$ cat config.mk
export PLATFORM = sky130hd
export DESIGN_NAME = md_seq_ctrl
export DESIGN_NICKNAME = d
export VERILOG_FILES = /design/src/rtl/md_seq_ctrl.sv
export SDC_FILE = /design/constraint.sdc
export NUM_CORES = 1
export LEC_CHECK = 0
export CORE_UTILIZATION = 60
export CTS_CLUSTER_DIAMETER = 100
export CTS_CLUSTER_SIZE = 12
export DETAILED_ROUTE_END_ITERATION = 8
export DONT_BUFFER_PORTS = 1
export HOLD_SLACK_MARGIN = 0.08
export PLACE_DENSITY = 0.76
export SYNTH_ARGS = -nofsm -noshare
export SYNTH_HDL_FRONTEND = slang
export SYNTH_SLANG_ARGS = --single-unit
$ cat constraint.sdc
create_clock -name clk -period 3.85 [get_ports clk]
set_input_delay 1.155 -clock clk [delete_from_list [all_inputs] [get_ports clk]]
set_output_delay 1.155 -clock clk [all_outputs]
set_load 0.01 [all_outputs]
$ cat src/rtl/md_seq_ctrl.sv
// Mul/div sequencing controller at the E stage: launches HI/LO ops,
// holds op/operands for the fixed unit latency and stalls D meanwhile.
module md_seq_ctrl #(
   parameter int MULT_CYCLES = 5,
   parameter int DIV_CYCLES  = 10
) (
   input  logic        clk,
   input  logic        reset,
   input  logic        E_valid,
   input  logic [3:0]  E_md_op,
   input  logic [31:0] E_a,
   input  logic [31:0] E_b,
   input  logic        D_md_use,
   output logic [3:0]  md_op,
   output logic [31:0] md_a,
   output logic [31:0] md_b,
   output logic        md_start,
   output logic        md_busy,
   output logic        md_done,
   output logic        stall_D
);

   localparam int MAX_LAT = (MULT_CYCLES > DIV_CYCLES) ? MULT_CYCLES : DIV_CYCLES;
   localparam int CB      = $clog2(MAX_LAT + 1);
   localparam int CW      = (CB > 4) ? CB : 4;

   localparam logic [CW-1:0] MUL_LAT = CW'(MULT_CYCLES);
   localparam logic [CW-1:0] DIV_LAT = CW'(DIV_CYCLES);
   localparam logic [CW-1:0] CNT_ONE = CW'(1);

   typedef enum logic [1:0] {
      IDLE = 2'd0,
      MUL  = 2'd1,
      DIV  = 2'd2
   } state_e;

   state_e        state_q, state_d;
   logic [CW-1:0] cnt_q, cnt_d;
   logic [3:0]    op_q, op_d;
   logic [31:0]   a_q, a_d;
   logic [31:0]   b_q, b_d;

   logic idle;
   logic op_mul;
   logic op_div;
   logic op_mt;
   logic issue;
   logic mt_pass;
   logic last;

   assign idle    = (state_q == IDLE);
   assign op_mul  = E_valid && (E_md_op == 4'd1 || E_md_op == 4'd2);
   assign op_div  = E_valid && (E_md_op == 4'd3 || E_md_op == 4'd4);
   assign op_mt   = E_valid && (E_md_op == 4'd5 || E_md_op == 4'd6);
   assign issue   = idle && (op_mul || op_div);
   assign mt_pass = idle && op_mt;

   always_comb begin
      last = 1'b0;
      unique case (state_q)
         MUL:     last = (cnt_q == MUL_LAT);
         DIV:     last = (cnt_q == DIV_LAT);
         default: last = 1'b0;
      endcase
   end

   always_ff @(posedge clk) begin
      if (reset) begin
         state_q <= IDLE;
         cnt_q   <= '0;
         op_q    <= '0;
         a_q     <= '0;
         b_q     <= '0;
      end else begin
         state_q <= state_d;
         cnt_q   <= cnt_d;
         op_q    <= op_d;
         a_q     <= a_d;
         b_q     <= b_d;
      end
   end

   // Busy-state requests from E are dropped: latched values stay put.
   always_comb begin
      state_d = state_q;
      cnt_d   = cnt_q;
      op_d    = op_q;
      a_d     = a_q;
      b_d     = b_q;
      unique case (state_q)
         IDLE: begin
            if (issue) begin
               state_d = op_mul ? MUL : DIV;
               cnt_d   = CNT_ONE;
               op_d    = E_md_op;
               a_d     = E_a;
               b_d     = E_b;
            end
         end
         MUL, DIV: begin
            if (last) begin
               state_d = IDLE;
               cnt_d   = '0;
            end else begin
               cnt_d = cnt_q + CNT_ONE;
            end
         end
         default: begin
            state_d = IDLE;
            cnt_d   = '0;
         end
      endcase
   end

   always_comb begin
      md_op    = 4'd0;
      md_a     = 32'd0;
      md_b     = 32'd0;
      md_start = 1'b0;
      unique case (1'b1)
         !idle: begin
            md_op = op_q;
            md_a  = a_q;
            md_b  = b_q;
         end
         issue: begin
            md_op    = E_md_op;
            md_a     = E_a;
            md_b     = E_b;
            md_start = 1'b1;
         end
         mt_pass: begin
            md_op = E_md_op;
            md_a  = E_a;
         end
         default: ;
      endcase
   end

   assign md_busy = (cnt_q != '0);
   assign md_done = last;
   assign stall_D = D_md_use && (md_start || md_busy);

endmodule

Word-level counts from Yosys, hierarchy flattened
Cells that the tools add are included.

Output and inout port bits: 72. Bits in read-only memories: 0. Latch bits: 0. Memories kept: 0. Logic and storage cells: 48. Register bits after elaboration: 74. Bits of input ports: 72. Bits in writable memories: 0.

Reductions and logical operators: 18. $lt $le $gt $ge: 0. Bitwise gates (word level): 0. $add $sub $neg: 1. Mux-type cells: 12. Eq/ne operators: 12. Shift-type cells: 0. Div/mod/pow operators: 0. $mul: 0.

Operators by type and width (count): case mux 32 bit (2 select lines) (2); == test 4 x 3 -> 1 bit (second input constant) (4); case mux 4 bit (2 select lines) (2); == test 4 x 2 -> 1 bit (second input constant) (2); 2-to-1 mux 4 bit (2); logical AND 1 bit (6); 2-to-1 mux 2 bit (3); logical OR 1 bit (5); adder 4 x 1 -> 4 bit (second input constant) (1); == test 4 x 1 -> 1 bit (second input constant) (1); == test 4 bit (second input constant) (1); case mux 2 bit (2 select lines) (1); AND reduction 2 bit (2); nonzero test 4 bit (1); OR reduction 2 bit (2); == test 2 x 1 -> 1 bit (second input constant) (1); == test 2 bit (second input constant) (1); logical NOT 2 bit (1); inequality test 2 x 1 -> 1 bit (second input constant) (1); inequality test 2 bit (second input constant) (1); case mux 1 bit (2 select lines) (1); logical NOT 1 bit (1); 2-to-1 mux 1 bit (1).

Logic depth before layout (Yosys ltp)
Gate-level depths: netlist (run 1).

Depth after elaboration: 8. Mapped depth: 8. Depth with buffers taken out: 6.

Worst setup path before layout (run 1)
OpenSTA, ideal clock, no wires.

Path type: input port to output port. Start: in E_md_op[0]. End: out stall_D. Cell stages on the path: 6. Required time: 2695 ps. Path buffers: 2. Arrival time: 2304 ps. Setup slack: 391 ps. Cells stage by stage: buf_2 -> or3_4 -> nand4_2 -> inv_2 -> buf_2 -> o21a_1.

Word-level cells in the longest chain between the ends: 8. Elaborated cells between the ends (all ways): 13. Classes of those cells: 4 x eq/ne; 1 x mux; 8 x reduce/logical.

RTL lines: from (decl) (RTL line 10) `input logic [3:0] E_md_op,`; == test 4 x 1 -> 1 bit (tied with other cells) (RTL line 52) `assign op_mul = E_valid && (E_md_op == 4'd1 || E_md_op == 4'd2);`; logical OR 1 bit (on tied branches) (RTL line 52, 53); logical AND 1 bit (on tied branches) (RTL line 52, 53); logical OR 1 bit (*) (RTL line 55) `assign issue = idle && (op_mul || op_div);`; logical AND 1 bit (*) (RTL line 55); 2-to-1 mux 1 bit (*) (RTL line 120) `unique case (1'b1)`; net md_start (RTL line 17) `output logic md_start,`; logical OR 1 bit (*) (RTL line 142) `assign stall_D = D_md_use && (md_start || md_busy);`; logical AND 1 bit (*) (RTL line 142); to (decl) (RTL line 20) `output logic stall_D`.

The timed path passes the listed nets; every way through them passes the cells marked *.

Final worst setup path (run 1)
Start: in E_valid. End: out md_b[31].

Word-level cells in the longest chain between the ends: 4. Elaborated cells between the ends (all ways): 5. Classes of those cells: 1 x mux; 4 x reduce/logical.

RTL lines: from (decl) (RTL line 9) `input logic E_valid,`; logical AND 1 bit (on tied branches) (RTL line 52, 53); logical OR 1 bit (*) (RTL line 55); logical AND 1 bit (*) (RTL line 55); case mux 32 bit (2 select lines) (*) (RTL line 120); to (decl) (RTL line 16) `output logic [31:0] md_b,`.

Every way passes the cells marked *; elsewhere a longest branch is shown, timed or not.

==> results.sh, run 1 <==
export IMPL_status="complete, no violations"
export IMPL_syn_area_um2=3520
export IMPL_pin_count=144
export IMPL_numCtsBuffers=9
export IMPL_crit_type="input pin to output port"
export IMPL_routed_wl_mm=7.93
export IMPL_initial_core_util=0.632
export IMPL_cts_resized_gates=0
export IMPL_rsz0062_at_grt="false"
export IMPL_drc=0
export IMPL_htree_levels=3
export IMPL_p_per_area_nw_per_um2=469
export IMPL_io_buffer_count=0
export IMPL_clock_latency_ps=330
export IMPL_crit_path_end_kind="output port"
export IMPL_yosys_cell_count_top_type="nand2_1"
export IMPL_syn_avg_cell_area_um2=7.52
export IMPL_r2r_end="state_q[1]"
export IMPL_vdd_ir_drop_max_uv=298
export IMPL_p_total_mw=1.72
export IMPL_instances_no_fill=528
export IMPL_yosysWarnings=0
export IMPL_setup_ws_ps=398
export IMPL_gp_congestion=0.788
export IMPL_rrSetupSlack_ps=1840
export IMPL_worstHoldEndpoint="b_q[18]"
export IMPL_synth_ff_type="dfxtp_1"
export IMPL_yosys_register_bits=74
export IMPL_dp_cells=513
export IMPL_cts_root_buf="clkbuf_8"
export IMPL_cap_violations=0
export IMPL_fillCellCount=496
export IMPL_rows=27
export IMPL_hold_violations=0
export IMPL_synth_top_cells_by_count="nand2_1, dfxtp_1, a21oi_1"
export IMPL_track_usage=0.257
export IMPL_crit_path_top_delay_cell="buf_4"
export IMPL_required_ps=2690
export IMPL_diodes=0
export IMPL_crit_family="simple AND/OR/NAND/NOR gates"
export IMPL_synth_edf_count=0
export IMPL_die_area_um2=6190
export IMPL_p_leak_nw=1.28
export IMPL_min_path_cells=2
export IMPL_cts_tree="yes"
export IMPL_period_needed_ps=3450
export IMPL_areaGrowthSynthToFinish_pct=3.90
export IMPL_dieHeight_um=78.6
export IMPL_grt_remaining_overflow=0
export IMPL_post_dp_hpwl_mm=5.13
export IMPL_synth_top_area_share=0.420
export IMPL_grt_pass1_vias=2800
export IMPL_coreArea_um2=5570
export IMPL_cts_buffer_depth=2
export IMPL_ys_async_sr_fraction=0
export IMPL_synth_area_leaders="dfxtp_1, nand2_1, a21oi_1"
export IMPL_max_stage_delay_ps=270
export IMPL_routedWlPerCell_um=15.0
export IMPL_cts_setup_buffers=0
export IMPL_post_synth_top_area_cell="dfxtp_1"
export IMPL_synth_cell_types=36
export IMPL_fin_crit_sh=0.897
export IMPL_hp_class="register to register"
export IMPL_cts_hold_buf=0
export IMPL_r2r_start="state_q[0]"
export IMPL_nets=529
export IMPL_totalNegativeSetupSlack_ps=0
export IMPL_arrival_ps=2300
export IMPL_drive_gt1_frac=0.0548
export IMPL_cp_start_kind="input pin"
export IMPL_finalMaxSlewViolations=0
export IMPL_finalSetupViolations=0
export IMPL_slew_headroom=0.539
export IMPL_crit_path_cell_trace="nor2b_1 > nand4_4 > inv_2 > buf_4 > nand2_1 > o21ai_0"
export IMPL_hp_start="b_q[18]"
export IMPL_vias=3059
export IMPL_grt_first_pass_wirelength_mm=12.6
export IMPL_fmax_mhz=290
export IMPL_pre_cts_slack_ps=418
export IMPL_antenna_found_initial=0
export IMPL_synth_nets=546
export IMPL_drt_pass1_iterations=4
export IMPL_whs_ps=451
export IMPL_ys_seq_area_frac=0.420
export IMPL_r2r_cells=7
export IMPL_grt_max_degree=74
export IMPL_antenna_left=0
export IMPL_drtIter0Drc=174
export IMPL_path_max_fanout=18
export IMPL_syn_inst=469
export IMPL_die_w_um=78.6
export IMPL_critPathBufInv=2
export IMPL_viasPerCell=5.79
export IMPL_clock_skew_ps=7.94
export IMPL_clkSinkCount=74
export IMPL_cts_clk_slew_worst_paths_ps=70
export IMPL_tightest_slew_ps=692
## worst reg2reg max path: cells and delay by family, from the launching register on
family,cells,cell delay (ps)
buf+inv,3,520
fa+ha+maj,1,380
compound gates,3,690
flops,1,320
## cells in the final DEF (no fill, tap or decap), types with 2 or more instances in the layout
cell type | Yosys | routed
a21oi_1 | 70 | 70
a22o_1 | 36 | 36
a31oi_1 | 2 | 2
and3_1 | 2 | 2
buf_4 | 0 | 6
clkbuf_1 | 13 | 3
clkbuf_8 | 0 | 10
dfxtp_1 | 74 | 74
ha_1 | 5 | 5
inv_1 | 38 | 38
nand2_1 | 139 | 139
nand2b_1 | 2 | 2
nand3_1 | 2 | 2
nand4_1 | 2 | 2
nor2b_1 | 6 | 6
nor3_1 | 2 | 2
nor4bb_1 | 2 | 2
o21a_1 | 2 | 2
o21ai_0 | 32 | 32
o22ai_1 | 2 | 2
o31ai_1 | 2 | 2
## cell families (layout without fill, tap and decap cells)
kind of cell	Yosys count	count (layout)	synth area share
multiplexers	2	2	0.00603
buffers and inverters	74	61	0.0951
XOR/XNOR	1	1	0.00249
flip-flops	74	74	0.420
adder cells (fa/ha/maj)	5	5	0.0177
AO/OA/AOI/OAI	149	149	0.257
AND/OR/NAND/NOR	164	164	0.202
## metal layers
metal,GRT usage,share of wire,vias to the layer above
met4,0.135,0.017,0
li1,-,-,1530
met3,0.0593,0.072,13
met2,0.422,0.49,112
met5,0,0,-
met1,0.313,0.42,1404
## area by class of cell
cell class / count / area [um^2] / area share
Multi-Input combinational cell: 321 / 1720 / 0.469
Sequential cell: 74 / 1480 / 0.405
Clock buffer: 13 / 149 / 0.0407
Inverter: 39 / 146 / 0.0400
Tap cell: 72 / 90.1 / 0.0246
Timing Repair Buffer: 7 / 65.1 / 0.0178
Clock inverter: 2 / 13.8 / 0.00376
## stage by stage
stage / area [um^2] / util
floorplan: 3520 / -
global placement: 3500 / 0.628
detailed placement: 3500 / 0.628
CTS: 3660 / 0.657
global route: 3660 / 0.657
finish: 3660 / 0.657
## report_power, final
| part | total [mW] | internal (mW) | leakage [nW] | switching (mW) |
|---|---|---|---|---|
| Combinational | 0.371 | 0.111 | 0.591 | 0.260 |
| Sequential | 0.835 | 0.810 | 0.601 | 0.0254 |
| Clock | 0.510 | 0.249 | 0.0835 | 0.261 |
## state kept, by name, indices dropped and copies added, names as in the netlist
name and flops:
a_q 32, b_q 32, cnt_q 4, op_q 4
state_q 2
## worst max path at each step
stage	from	end	cells past startpoint
final	E_valid	md_b[31]	6
after global routing	E_valid	md_b[17]	6
after CTS	E_valid	md_b[31]	6
after detailed placement	E_valid	md_b[31]	6
after global placement	E_valid	md_b[29]	6
after floorplan	E_md_op[0]	stall_D	6
Power figures use the tool's default switching activity.
==> inputs of run 2 (changes only) <==
--- a/config.mk
+++ b/config.mk
@@ -5,6 +5,7 @@
 export SDC_FILE = /design/constraint.sdc
 export NUM_CORES = 1
 export LEC_CHECK = 0
+export ABC_CLOCK_PERIOD_IN_PS = 3850
 export CORE_UTILIZATION = 60
 export CTS_CLUSTER_DIAMETER = 100
 export CTS_CLUSTER_SIZE = 12
@@ -12,6 +13,7 @@
 export DONT_BUFFER_PORTS = 1
 export HOLD_SLACK_MARGIN = 0.08
 export PLACE_DENSITY = 0.76
+export RECOVER_POWER = 50
 export SYNTH_ARGS = -nofsm -noshare
 export SYNTH_HDL_FRONTEND = slang
 export SYNTH_SLANG_ARGS = --single-unit
==> run 2 against run 1 <==
  * Maximum frequency fell by 0.45%
  * Sequential share of layout area rose by 0.25 points
  * Clock power barely moved
  * Utilization fell by 0.40 points
  * Total power fell by 0.26%
  * Flip-flop and latch count did not move
  * Die area did not move
  * Non-clock buffer count did not move
  * Hold slack barely moved
  * Global-route usage did not move
  * Clock skew rose by 1.9 ps
  * Final area fell by 0.61%
  * Largest power group unchanged
==> results.sh, run 2 (same netlist as run 1, synthesis figures left out) <==
export IMPL_postLayoutCellArea_um2=3640
export IMPL_finalMaxSlewViolations=0
export IMPL_cap_violations=0
export IMPL_clock_skew_ps=9.84
export IMPL_instances_no_fill=528
export IMPL_drc=0
export IMPL_layout_commonest_cell="nand2_1"
export IMPL_post_dp_hpwl_mm=5.13
export IMPL_p_total_mw=1.71
export IMPL_hp_start="b_q[18]"
export IMPL_grt_pass1_vias=2800
export IMPL_period_needed_ps=3470
export IMPL_clock_latency_ps=330
export IMPL_viasPerCell=5.86
export IMPL_p_leak_nw=1.27
export IMPL_cts_clk_slew_worst_paths_ps=70
export IMPL_arrival_ps=2310
export IMPL_totalNegativeSetupSlack_ps=0
export IMPL_io_buffer_count=0
export IMPL_dp_cells=513
export IMPL_antenna_found_initial=0
export IMPL_r2r_cells=5
export IMPL_final_cell_mix="nand2_1, dfxtp_1, a21oi_1"
export IMPL_rrSetupSlack_ps=1470
export IMPL_seqPwrFrac=0.488
export IMPL_crit_type="input pin to output port"
export IMPL_slew_headroom=0.0898
export IMPL_worstHoldEndpoint="b_q[18]"
export IMPL_track_usage=0.257
export IMPL_numCtsBuffers=9
export IMPL_grt_first_pass_wirelength_mm=12.6
export IMPL_routedWlPerCell_um=15.1
export IMPL_hp_class="register to register"
export IMPL_setup_ws_ps=383
export IMPL_fillCellCount=499
export IMPL_cts_setup_buffers=0
export IMPL_fin_util=0.653
export IMPL_swShare=0.318
export IMPL_whs_ps=451
export IMPL_vias=3094
export IMPL_cts_hold_buf=0
export IMPL_cts_resized_gates=0
export IMPL_p_switching_uw=545
export IMPL_coreArea_um2=5570
export IMPL_grt_max_degree=74
export IMPL_die_area_um2=6190
export IMPL_finalSetupViolations=0
export IMPL_rows=27
export IMPL_die_w_um=78.6
export IMPL_drive_gt1_frac=0.0504
export IMPL_fin_crit_sh=0.901
export IMPL_cp_start_kind="input pin"
export IMPL_antenna_left=0
export IMPL_cts_root_buf="clkbuf_8"
export IMPL_gp_congestion=0.788
export IMPL_diodes=0
export IMPL_cts_buffer_depth=2
export IMPL_min_path_cells=2
export IMPL_drt_pass1_iterations=4
export IMPL_fmax_mhz=288
export IMPL_vdd_ir_drop_max_uv=299
export IMPL_hold_violations=0
export IMPL_p_int_mw=1.17
export IMPL_pre_cts_slack_ps=418
export IMPL_cts_tree="yes"
export IMPL_grt_remaining_overflow=0
export IMPL_initial_core_util=0.632
export IMPL_largestRegisters="a_q x32, b_q x32"
export IMPL_status="complete, no violations"
export IMPL_drtIter0Drc=183
export IMPL_rsz0062_at_grt="false"
export IMPL_r2r_end="op_q[3]"
export IMPL_nets=529
export IMPL_pin_count=144
export IMPL_p_per_area_nw_per_um2=470
export IMPL_dieHeight_um=78.6
export IMPL_tightest_slew_ps=1370
export IMPL_dpl_cell_area_um2=3500
export IMPL_required_ps=2690
export IMPL_clockPowerShare=0.298
export IMPL_areaGrowthSynthToFinish_pct=3.27
export IMPL_clkSinkCount=74
export IMPL_path_max_fanout=34
export IMPL_p_comb_frac=0.214
export IMPL_crit_path_end_kind="output port"
export IMPL_r2r_start="state_q[0]"
export IMPL_routed_wl_mm=7.96
export IMPL_htree_levels=3
run 2: how the worst max path moves through the flow:
stage / start / end / slack (ps) / depth (start not counted)
after floorplan: E_md_op[0] / stall_D / 390 / 6
after global placement: E_valid / md_b[29] / 450 / 6
after detailed placement: E_valid / md_b[31] / 420 / 6
after CTS: E_valid / md_b[31] / 410 / 6
after global routing: E_md_op[0] / md_b[17] / 300 / 6
final: E_md_op[0] / md_b[17] / 380 / 6
run 2: area by class of cell:
| type | instances | area, um^2 | area share |
|---|---|---|---|
| multi-input cells | 321 | 1700 | 0.466 |
| flip-flops and latches | 74 | 1480 | 0.407 |
| clock buffers | 13 | 149 | 0.0409 |
| inverters | 39 | 146 | 0.0402 |
| well taps | 72 | 90.1 | 0.0248 |
| repair buffers | 7 | 62.6 | 0.0172 |
| clock inverters | 2 | 13.8 | 0.00378 |
run 2: critical path: stages:
cell,delay (ps)
or3_1,380
nand4_1,160
inv_2,130
buf_12,190
nand2_1,100
o21ai_0,180
run 2: power by group through the flow:
stage               Combinational, mW  Sequential [mW]  Clock (mW)
global placement                0.367            0.849           0
finish                          0.367            0.835       0.510
floorplan                       0.320            0.846           0
detailed placement              0.371            0.852           0
global route                    0.405            0.841       0.559
CTS                             0.372            0.835       0.523
run 2: metal layers:
metal	share of wire	routed length, um	vias to the layer above	GRT usage
li1	-	-	1533	-
met1	0.42	3380	1428	0.313
met2	0.49	3860	117	0.422
met3	0.070	560	16	0.0593
met4	0.019	153	0	0.135
met5	0	0	-	0
